===== config.mk =====
export PLATFORM = sky130hd
export DESIGN_NAME = cut_vector_sequencer
export DESIGN_NICKNAME = d
export VERILOG_FILES = /design/src/rtl/cut_seq_pkg.sv /design/src/rtl/cut_lfsr12.sv /design/src/rtl/cut_vector_sequencer.sv
export SDC_FILE = /design/constraint.sdc
export NUM_CORES = 1
export LEC_CHECK = 0
export CELL_PAD_IN_SITES_DETAIL_PLACEMENT = 0
export CELL_PAD_IN_SITES_GLOBAL_PLACEMENT = 1
export CORE_MARGIN = 2
export CORE_UTILIZATION = 30
export DETAILED_ROUTE_END_ITERATION = 10
export PLACE_DENSITY_LB_ADDON = 0.1
export SLEW_MARGIN = 20
export SYNTH_ARGS = -nofsm -noshare
export SYNTH_HDL_FRONTEND = slang
export SYNTH_SLANG_ARGS = --single-unit

===== constraint.sdc =====
create_clock -name clk -period 2.6 [get_ports clk]
set_input_delay 0.26 -clock clk [delete_from_list [all_inputs] [get_ports clk]]
set_output_delay 0.26 -clock clk [all_outputs]
set_load 0.05 [all_outputs]

===== src/rtl/cut_seq_pkg.sv =====
// Shared types and helpers for the CUT vector sequencer: FSM state encoding,
// LFSR feedback taps and a saturating counter increment.
package cut_seq_pkg;

  typedef enum logic [1:0] {
    ST_IDLE   = 2'd0,
    ST_SETTLE = 2'd1,
    ST_CMP    = 2'd2
  } state_t;

  // x^12 + x^6 + x^4 + x + 1, x^12 implied by the shifted-out MSB
  localparam logic [11:0] LFSR_TAPS = 12'h053;

  localparam int CNT_W_DEF = 16;

  // Increment v, holding at the all-ones value of a w-bit counter.
  function automatic logic [31:0] sat_inc(input logic [31:0] v, input int unsigned w);
    logic [31:0] max_v;
    max_v = (w >= 32) ? 32'hFFFF_FFFF : ((32'd1 << w) - 32'd1);
    return (v >= max_v) ? max_v : v + 32'd1;
  endfunction

endpackage


===== src/rtl/cut_lfsr12.sv =====
// 12-bit Galois LFSR for random stimulus; a zero seed is replaced by 1 so the
// generator can never lock up in the all-zero state.
module cut_lfsr12
  import cut_seq_pkg::*;
(
  input  logic        clk,
  input  logic        rst_n,
  input  logic        load,
  input  logic [11:0] seed,
  input  logic        adv,
  output logic [11:0] state
);

  always_ff @(posedge clk or negedge rst_n) begin
    if (!rst_n) begin
      state <= 12'h001;
    end else if (load) begin
      state <= (seed == 12'h000) ? 12'h001 : seed;
    end else if (adv) begin
      state <= {state[10:0], 1'b0} ^ (state[11] ? LFSR_TAPS : 12'h000);
    end
  end

endmodule


===== src/rtl/cut_vector_sequencer.sv =====
// Drives a golden and a revised CUT from one registered input bus, choosing
// between directed and LFSR vectors, then compares and records mismatches.
module cut_vector_sequencer
  import cut_seq_pkg::*;
#(
  parameter int IN_W   = 12,
  parameter int OUT_W  = 4,
  parameter int SETTLE = 2,
  parameter int CNT_W  = CNT_W_DEF
) (
  input  logic             clk,
  input  logic             rst_n,
  input  logic             clr,
  input  logic             dir_valid,
  input  logic [IN_W-1:0]  dir_vec,
  output logic             dir_ready,
  input  logic             rnd_start,
  input  logic [IN_W-1:0]  rnd_seed,
  input  logic [CNT_W-1:0] rnd_num,
  output logic [IN_W-1:0]  cut_in,
  input  logic [OUT_W-1:0] res_a,
  input  logic [OUT_W-1:0] res_b,
  output logic             busy,
  output logic [CNT_W-1:0] vec_cnt,
  output logic [CNT_W-1:0] mis_cnt,
  output logic             mis_valid,
  output logic [IN_W-1:0]  mis_vec,
  output logic [OUT_W-1:0] mis_diff
);

  state_t           state;
  logic [3:0]       settle_cnt;
  logic [CNT_W-1:0] rnd_left;
  logic             rr_rnd;
  logic             rnd_req;
  logic             grant_dir;
  logic             grant_rnd;
  logic             rnd_load;
  logic [11:0]      lfsr_state;

  assign rnd_req  = (rnd_left != '0);
  assign rnd_load = rnd_start && !rnd_req && !clr;
  assign busy     = (state != ST_IDLE) || rnd_req;

  // Handshake: a directed vector transfers on a rising edge where
  // dir_valid && dir_ready; dir_vec must hold while valid waits for ready.
  // Grants happen only in IDLE and never while clr is high.
  always_comb begin
    grant_dir = 1'b0;
    grant_rnd = 1'b0;
    if (state == ST_IDLE && !clr) begin
      if (dir_valid && (!rnd_req || !rr_rnd)) begin
        grant_dir = 1'b1;
      end else if (rnd_req) begin
        grant_rnd = 1'b1;
      end
    end
  end

  assign dir_ready = grant_dir;

  cut_lfsr12 u_lfsr (
    .clk   (clk),
    .rst_n (rst_n),
    .load  (rnd_load),
    .seed  (12'(rnd_seed)),
    .adv   (grant_rnd),
    .state (lfsr_state)
  );

  always_ff @(posedge clk or negedge rst_n) begin
    if (!rst_n) begin
      state      <= ST_IDLE;
      settle_cnt <= 4'd0;
      rnd_left   <= '0;
      rr_rnd     <= 1'b0;
      cut_in     <= '0;
      vec_cnt    <= '0;
      mis_cnt    <= '0;
      mis_valid  <= 1'b0;
      mis_vec    <= '0;
      mis_diff   <= '0;
    end else if (clr) begin
      // cut_in and the LFSR keep their values; any in-flight vector is dropped
      state     <= ST_IDLE;
      rnd_left  <= '0;
      vec_cnt   <= '0;
      mis_cnt   <= '0;
      mis_valid <= 1'b0;
      mis_vec   <= '0;
      mis_diff  <= '0;
    end else begin
      if (rnd_load) begin
        rnd_left <= rnd_num;
      end else if (grant_rnd) begin
        rnd_left <= rnd_left - 1'b1;
      end
      case (state)
        ST_IDLE: begin
          if (grant_dir || grant_rnd) begin
            cut_in     <= grant_dir ? dir_vec : IN_W'(lfsr_state);
            settle_cnt <= 4'(SETTLE - 1);
            rr_rnd     <= grant_dir;
            state      <= ST_SETTLE;
          end
        end
        ST_SETTLE: begin
          if (settle_cnt == 4'd0) begin
            state <= ST_CMP;
          end else begin
            settle_cnt <= settle_cnt - 4'd1;
          end
        end
        ST_CMP: begin
          vec_cnt <= CNT_W'(sat_inc(32'(vec_cnt), CNT_W));
          if (res_a != res_b) begin
            mis_cnt <= CNT_W'(sat_inc(32'(mis_cnt), CNT_W));
            if (!mis_valid) begin
              mis_valid <= 1'b1;
              mis_vec   <= cut_in;
              mis_diff  <= res_a ^ res_b;
            end
          end
          state <= ST_IDLE;
        end
        default: state <= ST_IDLE;
      endcase
    end
  end

endmodule


Word-level counts from Yosys, hierarchy flattened
Cells that the tools add are included.
W data, S select, Z words.

cells by class
  add/sub/neg operators = 4
  $lt $le $gt $ge = 2
  equality and inequality tests = 8
  multiplexer cells = 38
  bitwise operators = 3
  reduce and logical (&&, ||, !) cells = 25

operator list
  kind                     number
  $mux W16                 10
  $mux W12                 8
  $add A16 B1 Y16 const B  2
  $ge A16 B16 Y1 const B   2
  $mux W4                  6
  $reduce_bool A16 Y1      1
  $sub A16 B1 Y16 const B  1
  $logic_not A12 Y1        1
  $xor A12 B12 Y12         1
  $reduce_bool A2 Y1       5
  $mux W1                  8
  $pmux W4 S2              1
  $mux W7                  1
  $mux W2                  3
  $reduce_and A3 Y1        2
  $logic_and A1 B1 Y1      4
  $logic_not A4 Y1         1
  $ne A2 B2 Y1 const B     2
  $ne A4 B4 Y1             1
  $pmux W2 S2              1
  $reduce_and A2 Y1        2
  $reduce_and A4 Y1        1
  $sub A4 B1 Y4 const B    1
  $xor A4 B4 Y4            1
  10 further kinds         14

word-level totals
  register bits after elaboration = 96
  input bits = 53

Depth between registers and ports, before layout
Gate-level depths: netlist (run 1).

  depth after elaboration = 10
  depth in mapped cells = 9

Modules after synthesis
A second synthesis (run 1) with hierarchy kept.

unflattened totals
  cells, all modules = 514
  area, all modules = 5044.8 um2

by module, submodules not included
  module                times used  cells each  area an instance (um2)
  cut_vector_sequencer  1           455         4433.0
  cut_lfsr12            1           59          611.8

Worst setup path before layout (run 1)
OpenSTA, ideal clock, no wires.

  path kind = register -> register
  from = reg vec_cnt[0]
  to = reg vec_cnt[5]
  setup time = 0.078 ns
  data arrival time = 2.181 ns
  slack = 0.341 ns
  stages on the path, launching flop included = 8
  path buffers = 1
  clock period less this slack = 2.259 ns
  cells stage by stage = dfrtp_1 -> ha_1 -> and4_1 -> nand2_1 -> or3_1 -> buf_2 -> a211o_1 -> a21oi_1

between the ends
  longest elaborated chain between the ends = 4
  elaborated cells on any way between the ends = 5
  classes of those cells = 1 x add/sub; 1 x order compare; 3 x mux

ends and longest elaborated chain
  item                                               RTL line                     text
  start: declaration                                 cut_vector_sequencer.sv:24   output logic [CNT_W-1:0] vec_cnt,
  start signal: assignment                           cut_vector_sequencer.sv:115  vec_cnt <= CNT_W'(sat_inc(32'(vec_cnt), CNT_W));
  $add A16 B1 Y16 or $ge A16 B16 Y1 (tied branches)  cut_seq_pkg.sv:20            return (v >= max_v) ? max_v : v + 32'd1;
  $mux W16 *                                         cut_seq_pkg.sv:20
  $mux W16 *                                         cut_vector_sequencer.sv:98   case (state)
  $mux W16 *                                         cut_vector_sequencer.sv:83   end else if (clr) begin

Every way passes the cells marked *; elsewhere a longest branch is shown, timed or not. The select of a mux whose other input is x is not followed.
A chain may end at the register's enable or synchronous reset.

Worst setup path after layout (run 1)
  from = reg rnd_left[3]
  to = out busy

between the ends
  longest elaborated chain between the ends = 2

ends and longest elaborated chain
  item                      RTL line                    text
  start: declaration        cut_vector_sequencer.sv:33  logic [CNT_W-1:0] rnd_left;
  start signal: assignment  cut_vector_sequencer.sv:94  rnd_left <= rnd_num;
  start signal: assignment  cut_vector_sequencer.sv:96  rnd_left <= rnd_left - 1'b1;
  $reduce_bool A16 Y1       cut_vector_sequencer.sv:41  assign rnd_req = (rnd_left != '0);
  $logic_or A1 B1 Y1        cut_vector_sequencer.sv:43  assign busy = (state != ST_IDLE) || rnd_req;
  end: declaration          cut_vector_sequencer.sv:23  output logic busy,

Every way passes these cells.

==> summary.md, run 1 <==
| Metric | Value |
|---|---|
| Leakage power of the design | `between 2 and 3 nW` |
| Endpoint kind of the worst setup timing path | `primary output` |
| Worst setup path start | `rnd_left[3]` |
| Worst setup margin | `around 0.13 ns` |
| TritonCTS clock tree | `built` |
| Reg2reg path depth | `5` |
| Root cell of the clock tree | `clkbuf_16` |
| Final Cycle Share | `between 90% and 100%` |
| Die boundary width | `134 um` |
| Run status | `finished clean` |
| Worst clock skew on the final layout | `approximately 0.01 ns` |
| Netlist area before placement | `between 0.005 and 0.006 mm2` |
| Mean Syn Cell Area | `9.30 um2` |
| Async set or reset register ratio after synthesis | `100%` |
| Vias per inst | `5.28` |
| Number of routed nets with antenna violations | `0` |
| Highest ir drop seen on vdd | `between 0.0003 and 0.0004 V` |
| First-pass GRT wire length | `24500 um` |
| Clk_lat worst skew | `0.35 ns` |
| Biggest area contributors in the synthesized netlist | `dfrtp_1 (47%), a21oi_1 (4.7%), nand2_1 (4.6%)` |
| Largest stage delay on the critical path | `approximately 0.46 ns` |
| Pin slew with the least headroom to its limit | `between 0.5 and 0.6 ns` |
| Post-synth EDFFs | `0` |
| Final total power | `between 6 and 7 mW` |
| Setup repair after global routing missed its margin | `false` |
| Warnings from Yosys | `0` |
| Maximum number of pins on one net before global-route repair | `between 40 and 50` |
| Most frequent cells in the layout | `clkdlybuf4s50_1 (112), dfrtp_1 (95), nand2_1 (63)` |
| Setup slack on the worst flop-to-flop path | `approximately 0.26 ns` |
| Grt ovf | `0` |
| Fraction of synthesized cell area taken by the top area cell type | `between 40% and 50%` |
| Crit Path Category | `register to primary output` |
| Count of state elements after synthesis | `96` |
| Number of max-cap violations | `0` |
| Post-route cell area | `~0.0070 mm2` |
| Minimum clock period | `2.47 ns` |
| Initial DRT Pass Iterations | `4` |
| Required time reported for the critical path endpoint | `2.34 ns` |
| Standard-cell row count | `47` |
| Routed via count | `about 4.7k` |
| Number of clock buffers inserted by TritonCTS | `9` |
| Final setup TNS | `0 ns` |
| Number of top-level pins | `between 100 and 150` |
| Buffer levels on the longest clock path | `2` |
| Count of inserted antenna diode cells | `0` |
| Number of I/O port buffers | `between 100 and 150` |
| Critical path endpoint | `busy` |
| Crit-path cells | `nor4_4 -> and4_4 -> nand2_4 -> or3_1 -> buf_4` |
| Number of remaining DRC errors | `0` |
| Largest area contributor in the synthesized netlist | `dfrtp_1` |
| Total instance count after detailed placement | `877` |
| WL final | `15300 um` |
| Commonest non-fill, non-tap cell in the layout | `clkdlybuf4s50_1` |
| DRC marker count from the first detailed-route iteration | `between 300 and 400` |
| Area of the core | `about 0.017 mm2` |
| Kind of start point of the critical path | `register` |
| Maximum fanout along the worst path | `8` |
| Filler-free cell count of the finished design | `895` |
| Fraction of final layout cells sized beyond drive strength 1 | `around 8.7%` |
| Fin. max-slew vios | `0` |
| Power density over the cells | `about 950 mW/mm2` |
| Initial antenna violation count | `0` |
| Total nets after synthesis | `slightly above 600` |
| Initial Util | `30.8%` |
| Area Growth Syn to Fin | `36.3%` |
| Beginning of the worst register-to-register path | `rnd_left[3]` |
| Sequential fraction of the synthesis area | `between 40% and 50%` |
| # nets final | `approximately 730` |
| All-Layer GR Usage | `between 15 and 20%` |
| Capture instance of the worst register-to-register path | `rnd_left[7]` |
| Worst-case setup slack after placement | `approximately 0.25 ns` |
| Kind of path behind the tightest hold check | `primary input to async pin` |
| Number of endpoints failing setup at the final stage | `0` |
| Die area | `around 0.018 mm2` |
| Slowest cell on the critical path | `dfrtp_1` |
| Most frequently used flop master after synthesis | `dfrtp_1` |
| Average wire per cell in the routed design | `~17 um` |
| Distinct cells, synth | `67` |
| Max transition margin | `61.3%` |
| Max Clock Freq | `404 MHz` |
| Vias in the first global route | `4529` |
| # clock sinks | `96` |
| Cell area after placement | `between 0.006 and 0.007 mm2` |
| Vertical die dimension | `around 130 um` |
| Worst endpoint data arrival time | `~2.2 ns` |
| GPL Wtd Cong | `0.825` |
| Clock transition at path regs | `0.07 ns` |
| Final hold viol count | `0` |
| Total half-perimeter wirelength after legalization and detailed placement | `approximately 11000 um` |
| Post-Synthesis Cells | `549` |
| H-tree depth | `3` |
metrics by stage:
stage | util (%) | hold slack, ns
4_1_cts | 41.9 | 0.329
3_3_place_gp | 39.8 | 0.169
3_5_place_dp | 39.8 | 0.169
5_1_grt | 41.9 | 0.334
2_1_floorplan | - | -0.0356
6_report | 41.9 | 0.325
routing by layer:
metal / share of wire, % / routed length (um) / track usage, % / vias up
li1: - / - / - / 2310
met1: 48 / 7260 / 23.3 / 2309
met2: 47 / 7210 / 27.8 / 96
met3: 4.0 / 609 / 3.97 / 13
met4: 1.3 / 199 / 3.68 / 0
met5: 0 / 0 / 0 / -
area by class of cell:
type                       instances  area (um2)
clock buffer                      12         256
clock inverter                     4        77.6
fill                            1637        9630
inverter                          24        90.1
multi-input combinational        399        2480
sequential                        96        2400
tap                              220         275
timing repair buffer             140        1370
what timing repair did:
item / 4_1_cts / 5_1_grt
pin swaps: 0 / 2
setup endpoints to repair: 2 / 1
endpoints found under the hold margin: 17 / 0
buffers inserted: 0 / 1
resized for setup: 3 / 0
cloned: 0 / 0
hold buffers: 1 / 0
where the power goes:
group	switching (mW)	internal, mW	total (mW)
Clock	0.605	0.901	1.51
Sequential	0.407	1.84	2.25
Combinational	1.72	1.17	2.88
Total	2.73	3.91	6.64
cells by family after synthesis:
kind of cell | synth area share, %
flip-flops | 47.1
XOR/XNOR | 1.54
adder cells (fa/ha/maj) | 1.23
multiplexers | 2.65
AND/OR/NAND/NOR | 21.5
buffers and inverters | 4.71
AO/OA/AOI/OAI | 21.3
synth_stat cells, types with 9 or more instances:
cell / number
dfrtp_1: 95
nand2_1: 63
a21oi_1: 48
nor2_1: 32
o21ai_0: 25
inv_1: 24
nand3_1: 21
nand4_1: 20
o22ai_1: 17
clkbuf_1: 15
nor3_1: 14
mux2i_1: 12
nor4_1: 10
o31ai_1: 10
a311oi_1: 9
and3_1: 9
buf_2: 9
flip-flops by register name, summed over array words and instances, names as in the netlist, 2 cells and up:
register and count:
mis_vec 12, vec_cnt 16, cut_in 12, settle_cnt 4, rnd_left 16, mis_diff 4
mis_cnt 16, u_lfsr.state 12, state 2
how the worst min path moves through the flow:
stage	startpoint	end	slack, ns	cells past startpoint
after floorplan	rst_n	cut_in[0]	-0.04	0
after global placement	rst_n	vec_cnt[8]	0.17	1
after detailed placement	rst_n	vec_cnt[8]	0.17	1
after CTS	rst_n	vec_cnt[8]	0.33	2
after global routing	rst_n	vec_cnt[8]	0.33	2
final	rst_n	vec_cnt[8]	0.32	2
worst max-delay path, delay by kind of cell (launching register included):
family	cells	cell delay, ns
and+or+nand+nor	4	1.20
DFF	1	0.46
buffers and inverters	1	0.20
Note: power is estimated with default switching activity, not from simulation.
==> inputs of run 2 (changes only) <==
--- a/config.mk
+++ b/config.mk
@@ -5,6 +5,7 @@
 export SDC_FILE = /design/constraint.sdc
 export NUM_CORES = 1
 export LEC_CHECK = 0
+export CAP_MARGIN = 20
 export CELL_PAD_IN_SITES_DETAIL_PLACEMENT = 0
 export CELL_PAD_IN_SITES_GLOBAL_PLACEMENT = 1
 export CORE_MARGIN = 2
==> results of run 2 <==
No change in the layout: final DEF, timing and power equal those of run 1.
==> inputs of run 3 (changes only) <==
--- a/config.mk
+++ b/config.mk
@@ -12,6 +12,7 @@
 export CORE_UTILIZATION = 30
 export DETAILED_ROUTE_END_ITERATION = 10
 export PLACE_DENSITY_LB_ADDON = 0.1
+export RECOVER_POWER = 25
 export SLEW_MARGIN = 20
 export SYNTH_ARGS = -nofsm -noshare
 export SYNTH_HDL_FRONTEND = slang
==> summary.md, run 3 (synthesis gave the netlist of run 1 again) <==
| Metric | Value |
|---|---|
| Kind of path behind the tightest hold check | `primary input to register (was primary input to async pin)` |
| Registers with the highest flip-flop counts | `mis_cnt x16, rnd_left x16, vec_cnt x16 (unchanged)` |
| Number of inserted filler cells in the final layout | `1638 (was 1637)` |
| Buf/Inv on CP | `1 (unchanged)` |
| WL final | `15300 um (about the same)` |
| Number of endpoints failing setup at the final stage | `0 (unchanged)` |
| Worst clock skew on the final layout | `0.00948 ns (was 0.00976 ns)` |
| Final setup TNS | `0 ns (unchanged)` |
| Worst setup margin | `0.137 ns (was 0.126 ns)` |
| Initial Util | `30.8% (unchanged)` |
| Crit Path Category | `register to primary output (unchanged)` |
| Setup repair after global routing missed its margin | `false (unchanged)` |
| GPL Wtd Cong | `0.825 (unchanged)` |
| Crit-path cells | `nor4_4 -> and4_4 -> nand2_4 -> or3_1 -> buf_4 (unchanged)` |
| Slowest cell on the critical path | `dfrtp_1 (unchanged)` |
| Routed via count | `4749 (was 4728)` |
| Area of the core | `0.0166 mm2 (unchanged)` |
| Number of routed nets with antenna violations | `0 (unchanged)` |
| Number of I/O port buffers | `115 (unchanged)` |
| Worst-case setup slack after placement | `0.254 ns (unchanged)` |
| Number of top-level pins | `116 (unchanged)` |
| HP Start | `dir_vec[10]` |
| Root cell of the clock tree | `clkbuf_16 (unchanged)` |
| Kind of start point of the critical path | `register (unchanged)` |
| Buffer levels on the longest clock path | `2 (unchanged)` |
| Final hold viol count | `0 (unchanged)` |
| Number of clock buffers inserted by TritonCTS | `9 (unchanged)` |
| Max transition margin | `26.5% (was 61.3%)` |
| Die area | `0.0181 mm2 (unchanged)` |
| Vias in the first global route | `4529 (unchanged)` |
| Count of inserted antenna diode cells | `0 (unchanged)` |
| Power density over the cells | `956 mW/mm2 (was 954 mW/mm2)` |
| Maximum number of pins on one net before global-route repair | `48 (unchanged)` |
| H-tree depth | `3 (unchanged)` |
| Grt ovf | `0 (unchanged)` |
| Clock transition at path regs | `0.07 ns (about the same)` |
| DRC marker count from the first detailed-route iteration | `304 (was 340)` |
| Pin slew with the least headroom to its limit | `1.10 ns (was 0.578 ns)` |
| Area Growth Syn to Fin | `36.0% (was 36.3%)` |
| Minimum clock period | `2.46 ns (was 2.47 ns)` |
| Largest stage delay on the critical path | `0.46 ns (about the same)` |
| Commonest non-fill, non-tap cell in the layout | `clkdlybuf4s50_1 (unchanged)` |
| Standard-cell row count | `47 (unchanged)` |
| Category of cells accounting for the largest share of critical-path delay | `simple AND/OR/NAND/NOR gates (unchanged)` |
| Average wire per cell in the routed design | `17.1 um (about the same)` |
| Maximum fanout along the worst path | `8 (unchanged)` |
| Fraction of final layout cells sized beyond drive strength 1 | `8.59% (was 8.74%)` |
| Vertical die dimension | `134 um (unchanged)` |
| Beginning of the worst register-to-register path | `rnd_left[3] (unchanged)` |
| Endpoint kind of the worst setup timing path | `primary output (unchanged)` |
| # nets final | `728 (unchanged)` |
| Required time reported for the critical path endpoint | `2.34 ns (about the same)` |
| Number of remaining DRC errors | `0 (unchanged)` |
| Total half-perimeter wirelength after legalization and detailed placement | `11200 um (unchanged)` |
| Initial antenna violation count | `0 (unchanged)` |
| Most frequent cells in the layout | `clkdlybuf4s50_1 (112), dfrtp_1 (95), nand2_1 (63) (unchanged)` |
| Highest ir drop seen on vdd | `0.000392 V (was 0.000395 V)` |
| Max Clock Freq | `406 MHz (was 404 MHz)` |
| # clock sinks | `96 (unchanged)` |
| Number of max-cap violations | `0 (unchanged)` |
| Leakage power of the design | `2.89 nW (was 2.90 nW)` |
| Clk_lat worst skew | `0.35 ns (about the same)` |
| Run status | `finished clean (unchanged)` |
| Fin. max-slew vios | `0 (unchanged)` |
| Worst endpoint data arrival time | `2.20 ns (was 2.21 ns)` |
| Die boundary width | `134 um (unchanged)` |
| Final Cycle Share | `94.7% (was 95.2%)` |
| Vias per inst | `5.31 (was 5.28)` |
| First-pass GRT wire length | `24500 um (unchanged)` |
| Initial DRT Pass Iterations | `4 (unchanged)` |
| TritonCTS clock tree | `built (unchanged)` |
| All-Layer GR Usage | `17.1% (unchanged)` |
| Worst setup path start | `rnd_left[3] (unchanged)` |
-- run 3: changes by cell type in the layout (fill, tap and decap cells not counted), sizes merged --
cell / change
buf: -2
clkbuf: +2
-- run 3: per-layer routing --
metal	GRT usage (%)	routed length (um)	up-vias
li1	-	-	2311
met1	23.3	7080	2298
met2	27.8	7240	127
met3	3.97	776	13
met4	3.68	198	0
met5	0	0	-
-- run 3: power by group --
part	leakage, nW	switching [mW]	internal [mW]
Combinational	1.46	1.72	1.16
Sequential	1.27	0.410	1.84
Clock	0.163	0.604	0.901
-- run 3: tightest hold or removal path: stages --
cell and delay, ns:
clkdlybuf4s50_1 0.40, inv_1 0.05, a21oi_1 0.05
-- run 3: final cells by class --
| class | count | area, um2 | area share [%] |
|---|---|---|---|
| Sequential cell | 96 | 2400 | 34.6 |
| Tap cell | 220 | 275 | 3.97 |
| Clock inverter | 4 | 77.6 | 1.12 |
| Clock buffer | 12 | 256 | 3.70 |
| Inverter | 24 | 90.1 | 1.30 |
| Timing Repair Buffer | 140 | 1360 | 19.5 |
| Multi-Input combinational cell | 399 | 2480 | 35.8 |
-- run 3: worst paths after layout --
kind,to,slack (ns),cells past startpoint
min in group asynchronous,vec_cnt[8],0.63,2
max in group asynchronous,mis_vec[9],0.63,3
max,busy,0.14,5
max reg2reg,cut_in[10],0.28,6
min,cut_in[10],0.46,3
min reg2reg,mis_vec[7],0.48,2
-- run 3: per-stage QoR --
| step | power (mW) | utilization (%) | hold slack, ns | cell area (um2) | cells |
|---|---|---|---|---|---|
| 2_1_floorplan | 4.17 | - | -0.0356 | 5100 | 549 |
| 3_3_place_gp | 5.08 | 39.8 | 0.169 | 6600 | 877 |
| 3_5_place_dp | 5.11 | 39.8 | 0.169 | 6600 | 877 |
| 5_1_grt | 7.02 | 41.9 | 0.462 | 6940 | 895 |
| 6_report | 6.64 | 41.9 | 0.462 | 6940 | 895 |
| 4_1_cts | 6.65 | 41.9 | 0.329 | 6950 | 894 |
-- run 3: repair_timing --
item                                    4_1_cts  5_1_grt
endpoints found under the setup margin        2        1
resized for setup                             3        0
hold buffers                                  1        0
pin swaps                                     0        2
buffers inserted                              0        1
gates cloned                                  0        0
endpoints found under the hold margin        17        0
==> variant 1 (settings of run 2) <==
`OUT_W`: 4 -> 6.
--- a/src/rtl/cut_vector_sequencer.sv
+++ b/src/rtl/cut_vector_sequencer.sv
@@ -5,5 +5,5 @@
 #(
   parameter int IN_W   = 12,
-  parameter int OUT_W  = 4,
+  parameter int OUT_W  = 6,
   parameter int SETTLE = 2,
   parameter int CNT_W  = CNT_W_DEF
Interface: changed (resized mis_diff, res_a and res_b); port bits go from 116 to 122. No check against the original RTL was run, so the function may have changed too.
==> variant 1 against run 2 <==
Worst setup slack got worse by 0.063 ns. Area after synthesis rose by 1.3%. Combinational power is 4% lower. Sequential power decreased by 4%. Cell area rose by 2.8%. Sequential cell count grew 2. Routed wire length decreased by 0.70%. Total power is 4.2% lower. Critical path type unchanged.
==> variant 1: results (changes against run 2) <==
* Unique masters post-synth at 64 (-4.5%)
* WL met1 at 7358 um (+1.3%)
* Dpl ws at 0.06846 ns (-0.1852 ns)
* Layout cells sized above 1 at 0.1263 (+0.03894)
* Comb power frac at 0.436 (+0.002)
* Metal3 WL at 680 um (+12%)
* Drt first pass iters at 5 (+1)
* Static leakage at 2.941 nW (+1.3%)
* Hold Path Class: input port to register
* Global Route Usage Sum at 0.1681 (-0.002875)
* Via Count at 4644 (-1.8%)
* VDD IR-drop max at 0.0005243 V (+33%)
* Register area share after synthesis at 0.4744 (+0.003526)
* Internal power at 3.848 mW (-1.5%)
* Post-DP HPWL at 10950 um (-2.3%)
* Synth top area cells: dfrtp_1, a22o_1, o21ai_0
* Nets at 706 (-3.0%)
* Critical path fanouts, max at 5 (-3)
* Initial antenna violation count at 0 (unchanged)
* Met3 Use GR at 0.02619 (-0.01349)
* Top flop regs: mis_cnt: 16 flops, rnd_left: 16 flops, vec_cnt: 16 flops
* I/O Buffers at 121 (+5.2%)
* Routed WL at 15170 um (-0.70%)
* Slew headroom at 0.4662 (-0.1470)
* Number of global-route vias before repair at 4586 (+1.3%)
* Fill cell count at 1677 (+2.4%)
* WL met2 at 6860 um (-4.8%)
* Iter 0 DRT Violations at 246 (-28%)
* Most frequent cells after synthesis: dfrtp_1, nor2_1, a22o_1, o21ai_0
* Clock-pin slew on the worst setup and hold paths at 0.07 ns (about the same)
* Final Skew at 0.006029 ns (-0.003732 ns)
* Sequential Power Share at 0.342 (+0.003)
* First-pass GRT wire length at 24310 um (-0.68%)
* Number of synthesis warnings at 0 (unchanged)
* GPL Wtd Cong at 0.7726 (-6.4%)
* Clock-net power at 1.41 mW (-7%)
* Status: finished, final reports clean
* Syn_nets at 568 (-6.4%)
* M1 GR Usage at 0.2338 (+0.0008916)
* Met2 Resource Use GR at 0.2657 (-0.01241)
## variant 1: cell families after synthesis
group                      after synthesis  share of synthesized area
AOI/OAI and AO/OA                      150                     0.2170
and+or+nand+nor                        191                     0.2165
adders and majority gates                5                    0.01209
xor gates and xnor gates                 9                    0.01524
muxes                                   12                    0.02467
DFF                                     98                     0.4744
buffers and inverters                   41                    0.04015
## variant 1: what timing repair did
action,in CTS,in global routing
setup endpoints to repair,2,2
hold buffers,1,0
setup buffers,1,3
pin swaps,0,2
gates resized for setup,3,3
endpoints found under the hold margin,45,0
## variant 1: through the flow
stage	instance area, um^2	utilization	cells
2_1_floorplan	5172	-	506
3_3_place_gp	6770	0.3969	853
3_5_place_dp	6770	0.3969	853
4_1_cts	7109	0.4168	871
5_1_grt	7149	0.4192	874
6_report	7149	0.4192	874
## variant 1: critical path: stages (launching register included)
cell and delay (ns):
dfrtp_1 0.41, or4_4 0.58, nor3_4 0.25, nand2_1 0.10, or3_1 0.37, buf_4 0.22
## variant 1: path summary, 6_finish.rpt
path / start / end / slack, ns / depth (start not counted)
setup / recovery: rnd_left[11] / busy / 0.06 / 5
hold / removal: clr / mis_valid / 0.34 / 2
setup reg to reg: rnd_left[0] / settle_cnt[0] / 0.23 / 8
hold reg to reg: u_lfsr.state[2] / u_lfsr.state[2] / 0.50 / 1
max in group asynchronous: rst_n / u_lfsr.state[0] / 1.33 / 3
min in group asynchronous: rst_n / vec_cnt[9] / 0.48 / 2
## variant 1: layout make-up
cell class,count,share of cell area
clock buffers,10,0.03343
clock inverters,6,0.01033
flip-flops and latches,98,0.3432
inverters,14,0.007350
well taps,225,0.03938
multi-input cells,367,0.3549
repair buffers,154,0.2114
==> variant 2 (settings of run 2) <==
Made on the original files. Put one more register stage on the output `vec_cnt`, cleared by the reset. The value now appears one clock later. The other outputs are not delayed to match.
--- a/src/rtl/cut_vector_sequencer.sv
+++ b/src/rtl/cut_vector_sequencer.sv
@@ -28,4 +28,6 @@
   output logic [OUT_W-1:0] mis_diff
 );
+
+  logic [CNT_W-1:0] vec_cnt_s0;
 
   state_t           state;
@@ -76,5 +78,5 @@
       rr_rnd     <= 1'b0;
       cut_in     <= '0;
-      vec_cnt    <= '0;
+      vec_cnt_s0 <= '0;
       mis_cnt    <= '0;
       mis_valid  <= 1'b0;
@@ -85,5 +87,5 @@
       state     <= ST_IDLE;
       rnd_left  <= '0;
-      vec_cnt   <= '0;
+      vec_cnt_s0 <= '0;
       mis_cnt   <= '0;
       mis_valid <= 1'b0;
@@ -113,5 +115,5 @@
         end
         ST_CMP: begin
-          vec_cnt <= CNT_W'(sat_inc(32'(vec_cnt), CNT_W));
+          vec_cnt_s0 <= CNT_W'(sat_inc(32'(vec_cnt_s0), CNT_W));
           if (res_a != res_b) begin
             mis_cnt <= CNT_W'(sat_inc(32'(mis_cnt), CNT_W));
@@ -129,4 +131,12 @@
   end
 
+  always_ff @(posedge clk or negedge rst_n) begin
+    if (!rst_n) begin
+      vec_cnt <= '0;
+    end else begin
+      vec_cnt <= vec_cnt_s0;
+    end
+  end
+
 endmodule
 
Check against the original RTL: not equivalent (Yosys sat finds a counterexample within 10 cycles, from zero or initial values and one cycle with rst_n low).
==> variant 2 against run 2 <==
The flow now finishes with violations (hold timing). Combinational power up 8.0%. Worst setup slack better by 0.094 ns. Routed wire length up 1.9%. Sequential cell count up 16. Count of clock-buffer cells in the layout down 3. Area after synthesis up 8.3%. Total power up 6.6%. Cell area up 6.5%. First-iteration DRC count down 7.6%. Largest power group unchanged. Hold slack worse by 0.36 ns. Critical endpoint is now dir_ready. Clock power down 5%. Register-to-register slack about the same.
==> variant 2: results (changes against run 2) <==
* Status: finished, violations left
* Failing checks: hold timing
* Hold_ws at -0.03789 ns (-0.3628 ns)
* Post-DP HPWL at 10880 um (-3.0%)
* Cts repair resizes at 1 (-2)
* Avg WL per Cell at 16.99 um (-0.44%)
* Crit-path leading delay family: buffers and inverters
* Register area share after synthesis at 0.5071 (+0.03629)
* Static leakage at 3.043 nW (+4.8%)
* Met2 Resource Use GR at 0.2650 (-0.01311)
* Synth Area in Compound Gates at 0.1781 (-0.03465)
* M1 GR Usage at 0.2158 (-0.01710)
* Global Route Usage Sum at 0.1604 (-0.01063)
* Nets at 739 (+1.5%)
* First-pass GRT wire length at 25520 um (+4.3%)
* DR vias/cell at 5.217 (-1.2%)
* Comb power at 3.11 mW (+8.0%)
* Layout cells sized above 1 at 0.1019 (+0.01448)
* Dpl ws at 0.2186 ns (-0.03509 ns)
* Syn_nets at 614 (+1.2%)
* Clock share of power at 0.203 (-0.024)
* Largest net degree at the start of global routing at 113 (+140%)
* Worst r2r dst: u_lfsr.state[0]
* Worst reg2reg path startpoint: rnd_left[1]
* Multi-input logic area at 2580 um^2 (+3.9%)
* Power per cell area at 955.2 nW/um^2 (+0.13%)
* Iter 0 DRT Violations at 314 (-7.6%)
* Unique masters post-synth at 60 (-10%)
* I/O Buffers at 115 (unchanged)
* Fill cell count at 1827 (+12%)
* GPL Wtd Cong at 0.8223 (-0.33%)
* Synth Area in XOR/XNOR at 0.01584 (+0.0003995)
* Inst Count DP at 894 (+1.9%)
* Met3 Use GR at 0.03200 (-0.007680)
* Synth top area cells: dfrtp_1, nand2_1, nor2_1
* R2R cell count at 8 (+3)
* Post-synth top area share at 0.5024 (+0.03669)
* CP max stage delay at 0.39 ns (-0.07 ns)
* Most frequent cells after synthesis: dfrtp_1, nand2_1, nor2_1, a21oi_1, nor3_1
* Mux contribution to synthesized area at 0.03349 (+0.007021)
* Final hold violations at 23 (+23)
* Synth Area in Adders at 0.009052 (-0.003203)
* Critical path fanouts, max at 13 (+5)
==> variant 2: changes by cell type after synthesis, moves of 10 or more <==
cell and delta:
dfrtp_1 +16, o31ai_1 -10, nand4_1 -11, nor2_1 +21
inv_1 -14, a21oi_1 -20, a211oi_1 +19
==> variant 2: layout make-up <==
class,count,area share
Clock buffer,9,0.03041
Multi-Input combinational cell,408,0.3484
Inverter,10,0.005068
Sequential cell,112,0.3786
Timing Repair Buffer,141,0.1875
Clock inverter,7,0.01132
Tap cell,229,0.03869
==> variant 2: worst max path at each step <==
stage,startpoint,to,slack [ns],cells past startpoint
finish,rnd_left[1],dir_ready,0.22,8
global route,rnd_left[10],dir_ready,0.09,6
CTS,rnd_left[0],dir_ready,0.009,7
detailed placement,rnd_left[0],u_lfsr.state[0],0.22,8
global placement,rnd_left[0],u_lfsr.state[0],0.33,8
floorplan,rnd_left[0],cut_in[3],0.28,8
